[config.mk]
export PLATFORM = sky130hd
export DESIGN_NAME = file_register
export DESIGN_NICKNAME = d
export VERILOG_FILES = /design/src/rtl/file_register_pkg.sv /design/src/rtl/reg_cell.sv /design/src/rtl/file_register.sv
export SDC_FILE = /design/constraint.sdc
export NUM_CORES = 1
export LEC_CHECK = 0
export ABC_AREA = 0
export CORE_MARGIN = 2
export CORE_UTILIZATION = 31
export CTS_CLUSTER_SIZE = 24
export DETAILED_ROUTE_END_ITERATION = 8
export GPL_TIMING_DRIVEN = 0
export PLACE_DENSITY_LB_ADDON = 0.15
export SLEW_MARGIN = 20
export SYNTH_ARGS = -nofsm -noshare
export SYNTH_HDL_FRONTEND = slang
export SYNTH_SLANG_ARGS = --single-unit
[constraint.sdc]
create_clock -name clk -period 4.4 [get_ports clk]
set_clock_uncertainty 0.05 [all_clocks]
set_input_delay 0.88 -clock clk [delete_from_list [all_inputs] [get_ports clk]]
set_output_delay 0.88 -clock clk [all_outputs]
set_load 0.02 [all_outputs]
[src/rtl/file_register_pkg.sv]
// Shared constants and word type for the register bank, datapath and ALU.
package file_register_pkg;

    localparam int DATA_W = 8;
    localparam int ADDR_W = 3;
    localparam int DEPTH  = 2 ** ADDR_W;

    typedef logic [DATA_W-1:0] word_t;

endpackage : file_register_pkg

[src/rtl/reg_cell.sv]
// One DATA_W-wide storage register: loads d on a rising clk when enabled,
// clears asynchronously while reset is low.
module reg_cell
    import file_register_pkg::*;
#(
    parameter int W = DATA_W
) (
    input  logic         clk,
    input  logic         reset,
    input  logic         enable,
    input  logic [W-1:0] d,
    output logic [W-1:0] q
);

    // Storage flop with async clear; reset also blocks any pending load.
    always_ff @(posedge clk or negedge reset) begin
        if (!reset)
            q <= '0;
        else if (enable)
            q <= d;
    end

endmodule : reg_cell

[src/rtl/file_register.sv]
// General-purpose register bank: DEPTH x DATA_W, one synchronous write port
// and one combinational read port sharing the same address.
module file_register
    import file_register_pkg::*;
#(
    parameter int DATA_W_P = DATA_W,
    parameter int ADDR_W_P = ADDR_W
) (
    input  logic                clk,
    input  logic                reset,
    input  logic                load,
    input  logic [ADDR_W_P-1:0] address,
    input  logic [DATA_W_P-1:0] d_in,
    output logic [DATA_W_P-1:0] q_out
);

    localparam int NREG = 2 ** ADDR_W_P;

    logic [NREG-1:0]               wr_en;
    logic [NREG-1:0][DATA_W_P-1:0] regs;

    // One-hot write decode, gated by load so nothing changes when idle.
    always_comb begin
        wr_en = '0;
        if (load)
            wr_en[address] = 1'b1;
    end

    genvar i;
    generate
        for (i = 0; i < NREG; i++) begin : g_reg
            reg_cell #(.W(DATA_W_P)) u_cell (
                .clk    (clk),
                .reset  (reset),
                .enable (wr_en[i]),
                .d      (d_in),
                .q      (regs[i])
            );
        end
    endgenerate

    // Zero-latency read; a same-cycle write becomes visible after the edge.
    assign q_out = regs[address];

endmodule : file_register

==> impl_metrics.toml, run 1 <==
[placed_design]
routabilityCongestion = 0.716
io_buffer_count = 19
preCtsSetupSlack_ns = 0.302
dp_hpwl_mm = 4.68

[setup_path]
crit_path_frequent_cell = "clkdlybuf4s50_1"
cp_max_fo = 10
cpMaxStageDelayCell = "clkdlybuf4s50_1"
critical_path_arrival_ns = 3.21
crit_type = "in -> out"
crit_required_ns = 3.47
end_kind = "output pin"
start_kind = "input pin"
cpPeakStageDelay_ns = 0.65
crit_chain = "clkdlybuf4s50_1 > buf_2 > nand2_1 > o32a_1 > o211ai_1 > clkdlybuf4s50_1"

[synth]
synth_largest_area_cell = "dfrtp_1"
syn_area_mm2 = 0.00308
synth_cell_type_count = 25
synthArstFlopShare_pct = 100
synth-edff-count = 0
netlist_instances = 216
synth.net_count = 230
synth_ff_type = "dfrtp_1"
avgSynthCellArea_um2 = 14.2
yosysWarnings = 0
synth_area_leaders = "dfrtp_1 52%, mux2_2 24%, mux2i_1 4.2%"
ys_ff_latch = 64
synth_top_area_share_pct = 52.1
ys_seq_area_share_pct = 52.1

[timing]
rsz0062_at_grt = "false"
finalMaxSlewViolations = 0
fin_crit_ns = 4.14
fmax_mhz = 241
worst_pin_slew_ns = 0.716
setup_viol = 0
finalSetupTns_ns = 0
timing.final.crit_share_pct = 94.1
hold_violations = 0
timing.final.ws_setup_ns = 0.258
maxSlewHeadroom_pct = 52.1

[routing]
remaining_drc_errors = 0
drt_iter0_drc = 43
via_per_inst = 4.89
vias = 1883
wl_per_cell_um = 19.4
first_pass_iters = 4
ant_nets = 0
wirelength_mm = 7.48

[layout]
regArea_mm2 = 0.00160
reg_top3 = "g.u_cell.q (64)"
largest_reg_flops = 64
diodes = 0
nFillCells = 960
area_growth_pct = 19.5
largest_register = "g.u_cell.q"
multiInputGateArea_mm2 = 0.00137
final_nets = 261
drive_above_1_share_pct = 41.3

[grt]
antenna_found_initial = 0
grt_max_degree = 52
grt_use_total_pct = 14.6
grt_pass1_wl_mm = 11.5
overflow = 0
grt_pass1_vias = 1884

[pwr]
power_leakage_nw = 1.56
ir_drop_v = 0.000156
finalPower_mw = 1.65
p_per_area_mw_per_mm2 = 450

[hold_path]
hold_class = "in -> async"

[clock_network]
ctsHoldBuffers = 0
cts_resized = 0
clockBufferDepth = 2
cts_inserted_buffers = 9
htree_levels = 3
clk_pin_slew_worst_paths_ns = 0.07
worst_skew_pair.late_latency_ns = 0.34
cts_tree = "yes"
clockRootBuffer = "clkbuf_8"
post-cts-setup-buffers = 0
numClockSinks = 64

[floorplan]
design.die.area_mm2 = 0.0107
core_area_mm2 = 0.00968
std_cell_rows = 36
die_h_um = 104
fp.dieW_um = 104
start_util_pct = 31.8
io_pins = 22

[run_status]
status = "finished clean"

[flow_run]
drv_cap = 0
-- through the flow --
| stage | utilization, % | cells | hold slack (ns) | cell area [um^2] |
|---|---|---|---|---|
| after floorplan | - | 216 | 0.422 | 3080 |
| final | 37.9 | 385 | 0.343 | 3670 |
| after global placement | 35.4 | 368 | 0.432 | 3430 |
| after global routing | 37.9 | 385 | 0.341 | 3670 |
| after detailed placement | 35.7 | 369 | 0.440 | 3460 |
| after CTS | 37.9 | 385 | 0.331 | 3670 |
-- worst paths after layout --
kind	start	endpoint	slack, ns	cells past startpoint
worst min register to register	g_reg[3].u_cell.q[3]$_DFFE_PN0P_	g_reg[3].u_cell.q[3]$_DFFE_PN0P_	0.45	1
max in group asynchronous	reset	g_reg[7].u_cell.q[6]$_DFFE_PN0P_	3.44	2
min in group clk	g_reg[3].u_cell.q[3]$_DFFE_PN0P_	g_reg[3].u_cell.q[3]$_DFFE_PN0P_	0.45	1
worst max-delay path	address[0]	q_out[4]	0.26	6
worst max register to register	g_reg[5].u_cell.q[7]$_DFFE_PN0P_	g_reg[5].u_cell.q[7]$_DFFE_PN0P_	3.59	1
worst min-delay path	reset	g_reg[5].u_cell.q[3]$_DFFE_PN0P_	0.34	1
-- critical path, delay by kind of cell --
family | cells | cell delay [ns]
buffers and inverters | 3 | 1.53
AOI/OAI and AO/OA | 2 | 0.50
and+or+nand+nor | 1 | 0.30
-- synth_stat cells, types with 2 or more instances --
library cell  instances
mux2_2               66
dfrtp_1              64
mux2i_1              13
a211o_1               7
inv_1                 7
o211ai_1              7
a22oi_1               6
buf_4                 6
o32a_1                6
nand2_1               5
a21boi_0              4
a21oi_1               4
buf_2                 4
and3_1                2
mux4_2                2
nand3_4               2
nand4b_2              2
nor3b_4               2
-- metal layers --
layer,wire length [um],GRT usage (%),up-vias,share of wire [%]
li1,-,-,876,-
met1,3700,20.8,971,49
met2,3410,21.8,25,46
met3,237,2.77,11,3.2
met4,132,6.08,0,1.8
met5,0,0,-,0
-- cell usage in the layout, fill, tap and decap left out, types with 5 or more instances in the layout --
master	instances
dfrtp_1	64
clkdlybuf4s50_1	18
mux2_2	66
a211o_1	7
o32a_1	6
clkbuf_8	13
a22oi_1	6
nand2_1	5
o211ai_1	7
mux2i_1	13
inv_1	7
buf_4	7
-- area by class of cell --
class	count	area share, %
inverters	7	0.715
clock inverters	2	0.953
well taps	133	4.53
flip-flops and latches	64	43.6
multi-input cells	133	37.2
clock buffers	14	4.97
plain buffers	12	2.18
repair buffers	20	5.86
-- report_power, final --
part | switching (mW) | internal (mW) | leakage [nW]
combinational | 0.141 | 0.191 | 0.679
sequential | 0.0597 | 0.718 | 0.768
clock | 0.221 | 0.323 | 0.113
total | 0.422 | 1.23 | 1.56
-- kinds of logic (layout without fill, tap and decap cells) --
| group | Yosys count | after routing | share of synthesized area [%] |
|---|---|---|---|
| compound gates | 34 | 34 | 8.75 |
| buf+inv | 19 | 55 | 3.46 |
| flops | 64 | 64 | 52.1 |
| mux | 81 | 81 | 29.9 |
| simple gates | 18 | 18 | 5.86 |
Power figures use the tool's default switching activity.
==> run 2: changes to the inputs <==
CAP_MARGIN = 5   (was unset)
==> results of run 2 <==
No change in the layout: final DEF, timing and power equal those of run 1.
